File: config.mk
export PLATFORM = sky130hd
export DESIGN_NAME = sram_port_if
export DESIGN_NICKNAME = d
export VERILOG_FILES = /design/src/rtl/sram_port_pkg.sv /design/src/rtl/sram_port_fifo.sv /design/src/rtl/sram_port_if.sv
export SDC_FILE = /design/constraint.sdc
export NUM_CORES = 1
export LEC_CHECK = 0
export ABC_AREA = 1
export CAP_MARGIN = 20
export CORE_MARGIN = 1.5
export CORE_UTILIZATION = 31
export CTS_CLUSTER_DIAMETER = 80
export DETAILED_ROUTE_END_ITERATION = 10
export MAX_ROUTING_LAYER = met4
export PLACE_DENSITY_LB_ADDON = 0.08
export SLEW_MARGIN = 20
export SYNTH_ARGS = -nofsm -noshare
export SYNTH_HDL_FRONTEND = slang
export SYNTH_SLANG_ARGS = --single-unit
File: constraint.sdc
create_clock -name clk_sram -period 6.59 [get_ports clk_sram]
set_input_delay 1.318 -clock clk_sram [delete_from_list [all_inputs] [get_ports clk_sram]]
set_output_delay 1.318 -clock clk_sram [all_outputs]
set_load 0.01 [all_outputs]
File: src/rtl/sram_port_pkg.sv
// Shared types and constants for the per-port SRAM request adapter.
package sram_port_pkg;

  localparam int ADR_W  = 18;
  localparam int DATA_W = 32;
  localparam int BE_W   = 4;

  // Adapter sequencing states.
  typedef enum logic [2:0] {
    ST_IDLE     = 3'd0,
    ST_WR_HOLD  = 3'd1,
    ST_RD_HOLD  = 3'd2,
    ST_RD_WAIT  = 3'd3,
    ST_RD_DRAIN = 3'd4
  } state_e;

  // One client request as stored in the FIFO and presented to the controller.
  typedef struct packed {
    logic [ADR_W-1:0]  adr;
    logic              we;
    logic [DATA_W-1:0] wdata;
    logic [BE_W-1:0]   be;
  } sram_req_t;

  localparam int REQ_W = $bits(sram_req_t);

  // Read data returned when a read is abandoned by the watchdog.
  localparam logic [DATA_W-1:0] TIMEOUT_RDATA = 32'h0;

endpackage

File: src/rtl/sram_port_fifo.sv
// Synchronous request FIFO with full/empty flags. DEPTH must be a power of
// two; pointers carry one extra wrap bit to tell full from empty.
module sram_port_fifo #(
  parameter int DEPTH = 4,
  parameter int WIDTH = 55
) (
  input  logic             clk_sram,
  input  logic             rst_sram,
  input  logic             push,
  input  logic [WIDTH-1:0] push_data,
  input  logic             pop,
  output logic [WIDTH-1:0] pop_data,
  output logic             full,
  output logic             empty
);

  localparam int PTR_W = $clog2(DEPTH);

  logic [WIDTH-1:0] mem_q [DEPTH];
  logic [PTR_W:0]   wr_ptr_q, wr_ptr_d;
  logic [PTR_W:0]   rd_ptr_q, rd_ptr_d;
  logic             do_push, do_pop;

  assign empty    = (wr_ptr_q == rd_ptr_q);
  assign full     = (wr_ptr_q[PTR_W] != rd_ptr_q[PTR_W]) &&
                    (wr_ptr_q[PTR_W-1:0] == rd_ptr_q[PTR_W-1:0]);
  assign do_push  = push && !full;
  assign do_pop   = pop && !empty;
  assign pop_data = mem_q[rd_ptr_q[PTR_W-1:0]];

  // Pointer advance on accepted push/pop.
  always_comb begin
    // NOTE: every combinational output gets a default first, so no path leaves it unassigned and no latch is inferred.
    wr_ptr_d = wr_ptr_q;
    rd_ptr_d = rd_ptr_q;
    if (do_push) wr_ptr_d = wr_ptr_q + {{PTR_W{1'b0}}, 1'b1};
    if (do_pop)  rd_ptr_d = rd_ptr_q + {{PTR_W{1'b0}}, 1'b1};
  end

  // Pointer registers; reset empties the FIFO.
  always_ff @(posedge clk_sram) begin
    // NOTE: state registers use non-blocking assignment so every flop samples pre-edge values.
    if (rst_sram) begin
      wr_ptr_q <= '0;
      rd_ptr_q <= '0;
    end else begin
      wr_ptr_q <= wr_ptr_d;
      rd_ptr_q <= rd_ptr_d;
    end
  end

  // Entry storage, written at the tail on push.
  always_ff @(posedge clk_sram) begin
    // NOTE: storage is deliberately not reset; the pointers alone define which entries are valid.
    if (do_push) mem_q[wr_ptr_q[PTR_W-1:0]] <= push_data;
  end

endmodule

File: src/rtl/sram_port_if.sv
// Per-port request adapter in front of the ZBT SRAM controller's mbs ports.
// Client valid/ready requests are queued, then each one is held toward the
// controller for a full slot rotation. Reads are one-outstanding and ordered
// with writes; the stretched controller response becomes a one-cycle strobe.
// Optional read watchdog: define SRAM_PORT_TIMEOUT_EN.
module sram_port_if #(
  parameter int FIFO_DEPTH  = 4,
  parameter int HOLD_CYCLES = 4,
  parameter int RD_TIMEOUT  = 32
) (
  input  logic        clk_sram,
  input  logic        rst_sram,
  input  logic        i_req_valid,
  output logic        o_req_ready,
  input  logic [17:0] i_req_adr,
  input  logic        i_req_we,
  input  logic [31:0] i_req_wdata,
  input  logic [3:0]  i_req_be,
  output logic        o_rsp_valid,
  output logic [31:0] o_rsp_rdata,
  output logic        o_rsp_err,
  output logic [17:0] o_mbs_req_adr,
  output logic        o_mbs_req_we,
  output logic [31:0] o_mbs_req_wdata,
  output logic [3:0]  o_mbs_req_be,
  output logic        o_mbs_req_valid,
  input  logic [31:0] i_mbs_resp_rdata,
  input  logic        i_mbs_resp_valid
);

  import sram_port_pkg::*;

  localparam int HOLD_W = (HOLD_CYCLES > 1) ? $clog2(HOLD_CYCLES) : 1;
  localparam int TO_W   = (RD_TIMEOUT > 1) ? $clog2(RD_TIMEOUT) : 1;

  // Reject configurations the slot timing and FIFO pointers cannot support.
  if (FIFO_DEPTH < 2 || (FIFO_DEPTH & (FIFO_DEPTH - 1)) != 0 ||
      HOLD_CYCLES < 1 || RD_TIMEOUT < 1) begin : g_bad_param
    $error("sram_port_if: illegal parameter combination");
  end

  state_e             state_q, state_d;
  logic [HOLD_W-1:0]  hold_cnt_q, hold_cnt_d;
  sram_req_t          mbs_req_q, mbs_req_d;
  logic               mbs_valid_q, mbs_valid_d;
  logic               rsp_valid_q, rsp_valid_d;
  logic [DATA_W-1:0]  rsp_rdata_q, rsp_rdata_d;
  logic               ready_en_q, ready_en_d;

  sram_req_t          push_req;
  logic [REQ_W-1:0]   fifo_dout;
  sram_req_t          head;
  logic               fifo_push, fifo_pop, fifo_full, fifo_empty;

`ifdef SRAM_PORT_TIMEOUT_EN
  logic               rsp_err_q, rsp_err_d;
  logic [TO_W-1:0]    to_cnt_q, to_cnt_d;
`endif

  // Ready is held low through reset and rises one cycle after it releases;
  // afterwards it tracks only FIFO space, never the sequencer.
  assign ready_en_d  = 1'b1;
  assign o_req_ready = ready_en_q && !fifo_full;
  assign fifo_push   = i_req_valid && o_req_ready;
  assign push_req    = '{adr: i_req_adr, we: i_req_we, wdata: i_req_wdata, be: i_req_be};
  assign head        = fifo_dout;

  sram_port_fifo #(
    .DEPTH (FIFO_DEPTH),
    .WIDTH (REQ_W)
  ) u_fifo (
    .clk_sram  (clk_sram),
    .rst_sram  (rst_sram),
    .push      (fifo_push),
    .push_data (push_req),
    .pop       (fifo_pop),
    .pop_data  (fifo_dout),
    .full      (fifo_full),
    .empty     (fifo_empty)
  );

  // Sequencer: issue, hold for one slot rotation, then await/drain reads.
  always_comb begin
    state_d     = state_q;
    hold_cnt_d  = hold_cnt_q;
    mbs_req_d   = mbs_req_q;
    mbs_valid_d = mbs_valid_q;
    rsp_valid_d = 1'b0;
    rsp_rdata_d = rsp_rdata_q;
    fifo_pop    = 1'b0;
`ifdef SRAM_PORT_TIMEOUT_EN
    rsp_err_d   = rsp_err_q;
    to_cnt_d    = to_cnt_q;
`endif
    unique case (state_q)
      ST_IDLE: begin
        // A read waits out any lingering response so it cannot be mistaken
        // for its own answer.
        if (!fifo_empty && (head.we || !i_mbs_resp_valid)) begin
          fifo_pop    = 1'b1;
          mbs_req_d   = head;
          mbs_valid_d = 1'b1;
          hold_cnt_d  = '0;
          state_d     = head.we ? ST_WR_HOLD : ST_RD_HOLD;
        end
      end
      ST_WR_HOLD, ST_RD_HOLD: begin
        if (hold_cnt_q == HOLD_W'(HOLD_CYCLES - 1)) begin
          mbs_valid_d = 1'b0;
          state_d     = (state_q == ST_WR_HOLD) ? ST_IDLE : ST_RD_WAIT;
`ifdef SRAM_PORT_TIMEOUT_EN
          to_cnt_d    = '0;
`endif
        end else begin
          hold_cnt_d = hold_cnt_q + HOLD_W'(1);
        end
      end
      ST_RD_WAIT: begin
        // A real response beats a watchdog expiry in the same cycle.
        if (i_mbs_resp_valid) begin
          rsp_valid_d = 1'b1;
          rsp_rdata_d = i_mbs_resp_rdata;
`ifdef SRAM_PORT_TIMEOUT_EN
          rsp_err_d   = 1'b0;
`endif
          state_d     = ST_RD_DRAIN;
        end
`ifdef SRAM_PORT_TIMEOUT_EN
        else if (to_cnt_q == TO_W'(RD_TIMEOUT - 1)) begin
          rsp_valid_d = 1'b1;
          rsp_rdata_d = TIMEOUT_RDATA;
          rsp_err_d   = 1'b1;
          state_d     = ST_RD_DRAIN;
        end else begin
          to_cnt_d = to_cnt_q + TO_W'(1);
        end
`endif
      end
      ST_RD_DRAIN: begin
        if (!i_mbs_resp_valid) state_d = ST_IDLE;
      end
      default: state_d = ST_IDLE;
    endcase
  end

  // Sequencer and output registers.
  always_ff @(posedge clk_sram) begin
    if (rst_sram) begin
      state_q     <= ST_IDLE;
      hold_cnt_q  <= '0;
      mbs_req_q   <= '0;
      mbs_valid_q <= 1'b0;
      rsp_valid_q <= 1'b0;
      rsp_rdata_q <= '0;
      ready_en_q  <= 1'b0;
    end else begin
      state_q     <= state_d;
      hold_cnt_q  <= hold_cnt_d;
      mbs_req_q   <= mbs_req_d;
      mbs_valid_q <= mbs_valid_d;
      rsp_valid_q <= rsp_valid_d;
      rsp_rdata_q <= rsp_rdata_d;
      ready_en_q  <= ready_en_d;
    end
  end

`ifdef SRAM_PORT_TIMEOUT_EN
  // Watchdog counter and error flag.
  always_ff @(posedge clk_sram) begin
    if (rst_sram) begin
      rsp_err_q <= 1'b0;
      to_cnt_q  <= '0;
    end else begin
      rsp_err_q <= rsp_err_d;
      to_cnt_q  <= to_cnt_d;
    end
  end

  assign o_rsp_err = rsp_err_q;
`else
  assign o_rsp_err = 1'b0;
`endif

  assign o_mbs_req_adr   = mbs_req_q.adr;
  assign o_mbs_req_we    = mbs_req_q.we;
  assign o_mbs_req_wdata = mbs_req_q.wdata;
  assign o_mbs_req_be    = mbs_req_q.be;
  assign o_mbs_req_valid = mbs_valid_q;
  assign o_rsp_valid     = rsp_valid_q;
  assign o_rsp_rdata     = rsp_rdata_q;

endmodule

==> results of run 1 <==
## power by group through the flow
stage	clock (mW)	combinational [mW]	sequential [mW]
floorplan	0	0.909	2.45
global route	2.18	1.51	2.41
detailed placement	0	1.40	2.44
CTS	2.10	1.41	2.40
global placement	0	1.40	2.44
finish	2.03	1.37	2.39
## worst register-to-register path, delay by kind of cell, from the launching register on
| kind | cells | cell delay, ps |
|---|---|---|
| AO/OA/AOI/OAI | 1 | 330 |
| flip-flops | 1 | 570 |
| buffers and inverters | 3 | 1120 |
| AND/OR/NAND/NOR | 6 | 900 |
## flip-flops by register name (all words and copies together), names as in the netlist, named ones only
signal and flops:
hold_cnt_q 2, o_mbs_req_adr 18, o_mbs_req_be 4, o_mbs_req_valid 1, o_mbs_req_wdata 32, o_mbs_req_we 1
o_rsp_rdata 32, o_rsp_valid 1, ready_en_q 1, state_q 3, u_fifo.mem_q 220, u_fifo.rd_ptr_q 3
u_fifo.wr_ptr_q 3
## synth_stat cells (all sizes together)
master / n
buf: 27
nor2: 119
conb: 1
inv: 25
xnor2: 2
o21ai: 108
and3: 1
edfxtp: 220
o22ai: 54
ha: 6
clkinv: 1
clkbuf: 48
nand2: 121
dfxtp: 103
nand4: 5
xor2: 2
a21oi: 97
a21boi: 3
nand3: 99
nor3: 1
nand3b: 1
o211ai: 1
## how the worst max path moves through the flow
stage | start | to | slack (ps) | depth (start not counted)
after floorplan | i_req_valid | u_fifo.mem_q[0][0] | 2290 | 2
after global placement | i_req_valid | u_fifo.mem_q[3][38] | 2580 | 4
after detailed placement | i_req_valid | u_fifo.mem_q[3][48] | 2560 | 4
after CTS | i_req_valid | u_fifo.mem_q[3][50] | 3100 | 4
after global routing | i_req_valid | u_fifo.mem_q[3][42] | 2970 | 4
final | i_req_valid | u_fifo.mem_q[3][34] | 3130 | 4
## kinds of logic after synthesis
family,count (synthesis),synth area share
simple gates,347,0.1326
flops,323,0.6967
compound gates,263,0.1211
buf+inv,101,0.04043
fa+ha+maj,6,0.006034
xor+xnor,4,0.002816
other cells,1,0.0003014
## layout make-up
class / instances / area share
Timing Repair Buffer: 194 / 0.1200
Sequential cell: 323 / 0.5466
Inverter: 26 / 0.006545
Clock buffer: 53 / 0.06876
Clock inverter: 18 / 0.008438
Multi-Input combinational cell: 621 / 0.2082
Tap cell: 525 / 0.04140
## per-layer routing
metal	wire length (um)	global-route usage	vias up	share of wire
met3	1507	0.02876	45	0.047
met1	14730	0.2060	4018	0.46
li1	-	-	4075	-
met2	14990	0.2551	172	0.47
met5	0	-	-	0
met4	582	0.03889	0	0.018
## stage by stage
step                      hold slack, ps  utilization  power [mW]  worst slack, ps  std cells
after global routing               475.2       0.4003       6.107             2968       1760
after floorplan                    475.9            -       3.359             2286       1045
after detailed placement           453.0       0.3694       3.841             2556       1689
final                              458.5       0.4003       5.799             3131       1760
after global placement             446.1       0.3694       3.838             2577       1689
after CTS                          461.9       0.4003       5.902             3101       1760
==> metrics, run 1 <==
ant diodes=0; Crit path max-delay family=simple AND/OR/NAND/NOR gates; r2r setup slk=3560 ps; Final HPWL DP=17900 um; Static Leak=just over 5 nW; Multi-input gate area=between 3000 and 4000 sq um; post-cts resize count=0; vias in the first global route=8258; DRC violations left=0; crit path capture type=flop; Int Power=4.020 mW; Final Cycle Share=0.5249; Post-Place Cell Area=14640 sq um; Finished Cell Area=15870 sq um; critical path's slowest cell=nor2_4; Mapped Area=12440 sq um; GR Overflow Total=0; final setup fails=0; Hold Crit Depth=2; H-tree Lvls=2; Nets=1302; PortBufs=180; # rows=73; reg2reg path depth=10; CTS Buffer Depth=3; crit path time final=3459 ps; Fillers=3867; chip height=203.3 um; Slew headroom=0.2873; CP peak stage delay=~750 ps; critical path class=input port to flop; first-pass GRT wire length=49130 um; DR WL/cell=18.07 um; via count=roughly 8300; FF+latch count, synth=323; fmax=~290 MHz; commonest cells after routing, fill and taps aside=edfxtp_1 (220), clkdlybuf4s50_1 (179), nand2_1 (114); Chip Width=between 200 and 250 um; initial antenna violation count=0; Area Growth Syn to Fin=27.52%; routed vias/inst=4.722; hold_sp=o_rsp_rdata[17]; die area=41350 sq um; CTS tree=done; sequential-to-total area share from yosys stat=0.6967; Initial Utilization=0.3139; Hold Buf Count CTS=0; DRT Pass-1 Iters=5; post-synth net total=1142; 1st-iter DRT viols=407; io pins=182; RSZ-0062 raised after global routing=false; Worst Path Max Fanout=33; share of the synthesized area in the top cell type=0.5310; # clock sinks=323; max cap viols=0; CP Cell Sequence=clkdlybuf4s50_1 -> nand3_1 -> nor2_4 -> buf_4; Logic pwr share=0.237; Tightest Pin Transition=1069 ps; postcts setup bufs=0; Routed WL=31800 um; final hold vios=0; RePlAce Congestion=around 0.70; Hold EP=o_rsp_rdata[17]; Pwr Density=365.5 nW/um^2; Min-Delay Path Class=flop to flop; CTS buffer count=39; final max-slew violation count=0; Gate Count Post-Synth=1045; RR Endpoint=hold_cnt_q[1]; Root Buffer=clkbuf_16; CP startpoint kind=input port; clock-pin slew on the worst setup and hold paths=50 ps; top post-synthesis cells by area=edfxtp_1 (53%), dfxtp_1 (17%), o21ai_0 (4.3%), nor2_1 (3.6%), nand2_1 (3.4%); status=complete, no violations; clock network latency to the later pin of the worst-skew pair=520 ps; Clock Skew=10.40 ps; CP required=just under 7000 ps; Net Sw Power=1.779 mW; Synth cell types=33; GR Util All Layers=0.1581; switching share of power=0.3068; post-synth top area cell=edfxtp_1; Syn Area/Cell=11.91 sq um; CP arrival=between 3000 and 4000 ps; yosys warns=0; Max VDD drop=0.2000 mV; Clk pwr share=0.351; fraction of layout cells with a size suffix above 1=0.1231; commonest non-fill, non-tap cell in the layout=edfxtp_1; DRT antenna net count=0; Seq pwr share=0.413; Crit path buffers/inverters=2; largest net degree at the start of global routing=101; total negative slack=0 ps; Core Area=approximately 40000 sq um; sequential standard cell area=about 8700 sq um
Note: power is estimated with default switching activity, not from simulation.
==> run 2: changes to the inputs <==
- clock period: 6.59 -> 3.5 ns (I/O delays scaled with it)
==> metrics, run 2 (synthesized netlist as in run 1, its figures left out) <==
CTS tree=done; first-pass GRT wire length=49090 um; Tot Pwr=around 11 mW; Routed WL=about 32000 um; max cap viols=0; vias in the first global route=8148; routed vias/inst=4.749; clock-pin slew on the worst setup and hold paths=approximately 60 ps; DR WL/cell=roughly 18 um; Worst Path Max Fanout=5; CTS Buffer Depth=3; total negative slack=0 ps; CP required=2800 ps; H-tree Lvls=2; initial antenna violation count=1; Chip Width=203.3 um; Initial Utilization=0.3139; Hold Buf Count CTS=0; PortBufs=180; DRT antenna net count=0; Final Util=0.4013; Min-Delay Path Class=flop to flop; clock network latency to the later pin of the worst-skew pair=~520 ps; DRT Pass-1 Iters=5; Clock Skew=approximately 22 ps; critical path class=flop to primary output; final max-slew violation count=0; Max VDD drop=about 0.32 mV; CP arrival=2060 ps; Static Leak=5.190 nW; status=complete, no violations; Finished Cell Area=15910 sq um; Final HPWL DP=18080 um; CP Cell Sequence=xnor2_1 -> nand4_1 -> nand2_1 -> inv_1 -> clkdlybuf4s50_1; Core Area=39640 sq um; CP startpoint kind=flop; post-cts resize count=0; 1st-iter DRT viols=480; die area=41350 sq um; Tightest Pin Transition=1014 ps; Final Cycle Share=0.7886; io pins=182; DRC violations left=0; Pwr Density=688.6 nW/um^2; crit path time final=between 2000 and 3000 ps; final setup fails=0; Area Growth Syn to Fin=27.87%; commonest cells after routing, fill and taps aside=edfxtp_1 (220), clkdlybuf4s50_1 (179), nand2_1 (114); Slew headroom=0.3239; Nets=1306; # clock sinks=~320; crit path capture type=primary output; RePlAce Congestion=0.7127; via count=around 8400; Post-Place Cell Area=14720 sq um; max reg flops=220; fraction of layout cells with a size suffix above 1=0.1261; final hold vios=0; postcts setup bufs=0; Fillers=about 3900; # rows=73; fmax=362.3 MHz; critical path's slowest cell=clkdlybuf4s50_1; Root Buffer=clkbuf_16; CTS buffer count=37; chip height=203.3 um; CP peak stage delay=600 ps; largest net degree at the start of global routing=97; commonest non-fill, non-tap cell in the layout=edfxtp_1; Crit path max-delay family=buffers and inverters; GR Overflow Total=0; Crit path buffers/inverters=2; GR Util All Layers=0.1572; RSZ-0062 raised after global routing=false
-- run 2: cell count changes in the layout (fill, tap and decap cells not counted), sizes merged --
cell / change
inv: +2
clkbuf: -4
clkinv: -3
diode: +1
buf: +6
clkinvlp: -1
bufinv: +2
-- run 2: path summary, 6_finish.rpt --
kind / slack, ps / to / from / cells after the start
setup / recovery: 740 / o_req_ready / u_fifo.wr_ptr_q[0] / 5
hold / removal: 460 / o_rsp_rdata[1] / o_rsp_rdata[1] / 2
setup reg to reg: 1190 / o_mbs_req_be[1] / flop / 6
hold reg to reg: 460 / o_rsp_rdata[1] / o_rsp_rdata[1] / 2
-- run 2: through the flow --
| step | setup slack (ps) | hold WS, ps | cells |
|---|---|---|---|
| 6_report | 739.9 | 460.4 | 1763 |
| 5_1_grt | 632.7 | 471.6 | 1763 |
| 4_1_cts | 698.1 | 463.0 | 1762 |
| 3_5_place_dp | 784.0 | 453.7 | 1695 |
| 3_3_place_gp | 819.5 | 448.7 | 1695 |
| 2_1_floorplan | -186.4 | 475.9 | 1045 |
-- run 2: worst register-to-register path, stage by stage, from the launching register on --
cell and delay (ps):
dfxtp_4 430, clkinv_2 220, buf_4 790, o21ai_0 220
o22ai_1 270, nand3_1 130, a21oi_1 160
-- run 2: routing by layer --
metal	vias up	global-route usage	wire [um]
met2	201	0.2496	14870
met3	35	0.02717	1467
met5	-	-	0
li1	4069	-	-
met4	0	0.03995	534
met1	4067	0.2089	15140
-- run 2: final cells by class --
cell class              instances  area, sq um  share of cell area
inverters                      26        103.9            0.006528
repair buffers                200         1987              0.1249
multi-input cells             621         3303              0.2076
flip-flops and latches        323         8673              0.5452
clock buffers                  49        991.0             0.06229
diodes                          1        2.502           0.0001573
well taps                     525        656.9             0.04129
clock inverters                18        191.4             0.01203
-- run 2: power breakdown --
| group | internal (mW) | switching (mW) | leakage (nW) |
|---|---|---|---|
| Combinational | 0.951 | 1.70 | 1.77 |
| Clock | 2.29 | 1.51 | 0.583 |
| Sequential | 4.34 | 0.162 | 2.84 |
| Total | 7.58 | 3.37 | 5.19 |
==> run 3: changes to the inputs <==
- clock period: 3.5 -> 2.49 ns (I/O delays scaled with it)
==> metrics, run 3 (synthesized netlist as in run 1, its figures left out) <==
clock-pin slew on the worst setup and hold paths=60 ps; Final Util=0.4052; reg2reg path depth=10; Core Area=39640 sq um; Min-Delay Path Class=input port to flop; Routed WL=32950 um; commonest cells after routing, fill and taps aside=edfxtp_1 (220), clkdlybuf4s50_1 (178), nand2_1 (114); Crit path buffers/inverters=2; routed vias/inst=4.730; DR WL/cell=18.61 um; status=complete, no violations; 1st-iter DRT viols=448; Static Leak=between 5 and 6 nW; clock network latency to the later pin of the worst-skew pair=approximately 520 ps; first-pass GRT wire length=50490 um; # rows=73; CP arrival=1780 ps; Chip Width=203.3 um; critical path's slowest cell=dfxtp_1; Area Growth Syn to Fin=29.09%; GR Util All Layers=0.1634; die area=41350 sq um; Final Cycle Share=0.9154; Tightest Pin Transition=500.9 ps; crit path time final=2279 ps; via count=8377; Max VDD drop=0.3848 mV; commonest non-fill, non-tap cell in the layout=edfxtp_1; final setup fails=0; CP required=1990 ps; Nets=1314; CTS tree=done; Worst Path Max Fanout=5; Pwr Density=955.2 nW/um^2; io pins=182; CTS buffer count=37; RSZ-0062 raised after global routing=false; post-cts resize count=1; CP peak stage delay=420 ps; largest net degree at the start of global routing=87; Place WS=374.8 ps; r2r setup slk=510 ps; fraction of layout cells with a size suffix above 1=0.1287; CP Cell Sequence=xnor2_1 -> nand4_1 -> nand2_1 -> inv_1 -> dlygate4sd2_1; max reg flops=220; CTS Buffer Depth=3; crit path capture type=primary output; Final Worst Setup Slack=210.6 ps; DRC violations left=0; vias in the first global route=8331; GR Overflow Total=0; Initial Utilization=0.3139; RR Endpoint=hold_cnt_q[1]; Hold EP=o_mbs_req_wdata[20]; Hold Buf Count CTS=0; RePlAce Congestion=0.7238; H-tree Lvls=2; Clock Skew=15.76 ps; hold_sp=rst_sram; postcts setup bufs=0; initial antenna violation count=2; DRT Pass-1 Iters=4; critical path class=flop to primary output; DRT antenna net count=0; Final HPWL DP=18980 um; Crit path max-delay family=flip-flops; Finished Cell Area=16060 sq um; placed cell count=around 1700; Root Buffer=clkbuf_16; final max-slew violation count=0; Slew headroom=0.6653; final std cells w/o fill=1771; Post-Place Cell Area=14920 sq um; Hold Crit Depth=2; final hold vios=0; # clock sinks=323; fmax=438.7 MHz; chip height=around 200 um; CP startpoint kind=flop; PortBufs=180; max cap viols=0
==> run 3: changes by cell type in the layout (fill, tap and decap cells not counted), sizes merged, moves of 2 or more <==
cell | before | now
inv | 27 | 25
clkinv | 13 | 7
diode | 1 | 3
bufinv | 4 | 1
buf | 21 | 29
clkbuf | 49 | 57
==> run 3: final cells by class <==
class	instances	area (sq um)
well taps	525	656.9
flip-flops and latches	323	8673
repair buffers	208	2183
inverters	26	103.9
fillers	3829	23580
clock inverters	8	62.56
clock buffers	57	1071
diodes	3	7.507
multi-input cells	621	3303
==> run 3: how the worst max path moves through the flow <==
| stage | startpoint | end | depth (start not counted) |
|---|---|---|---|
| after CTS | u_fifo.wr_ptr_q[0] | o_req_ready | 5 |
| after global placement | i_mbs_resp_valid | hold_cnt_q[1] | 7 |
| after global routing | u_fifo.rd_ptr_q[0] | o_req_ready | 5 |
| final | u_fifo.wr_ptr_q[0] | o_req_ready | 5 |
| after floorplan | u_fifo.wr_ptr_q[0] | u_fifo.mem_q[3][0] | 4 |
| after detailed placement | i_req_valid | u_fifo.mem_q[3][28] | 5 |
==> run 3: metrics by stage <==
stage | hold slack (ps) | power, mW | setup TNS [ps]
final | 386.6 | 15.34 | 0
after global routing | 390.6 | 16.16 | 0
after CTS | 361.3 | 15.60 | 0
after detailed placement | 454.2 | 10.42 | 0
after global placement | 448.6 | 10.44 | 0
after floorplan | 475.9 | 8.887 | -56210
==> run 3: metal layers <==
metal / track usage / up-vias / wire [um]
met5: - / - / 0
met4: 0.04127 / 0 / 590
met3: 0.03452 / 38 / 1609
met2: 0.2655 / 177 / 15540
met1: 0.2080 / 4075 / 15220
li1: - / 4087 / -
==> run 3: worst reg2reg max path, delay by kind of cell, from the launching register on <==
kind                   cells  cell delay, ps
AOI/OAI and AO/OA          1             190
DFF                        1             550
buffers and inverters      2             230
and+or+nand+nor            7             960
==> run 3: where the power goes <==
| group | internal (mW) | switching (mW) |
|---|---|---|
| Sequential | 6.10 | 0.246 |
| Combinational | 1.44 | 2.43 |
| Clock | 3.05 | 2.07 |
| Total | 10.6 | 4.75 |
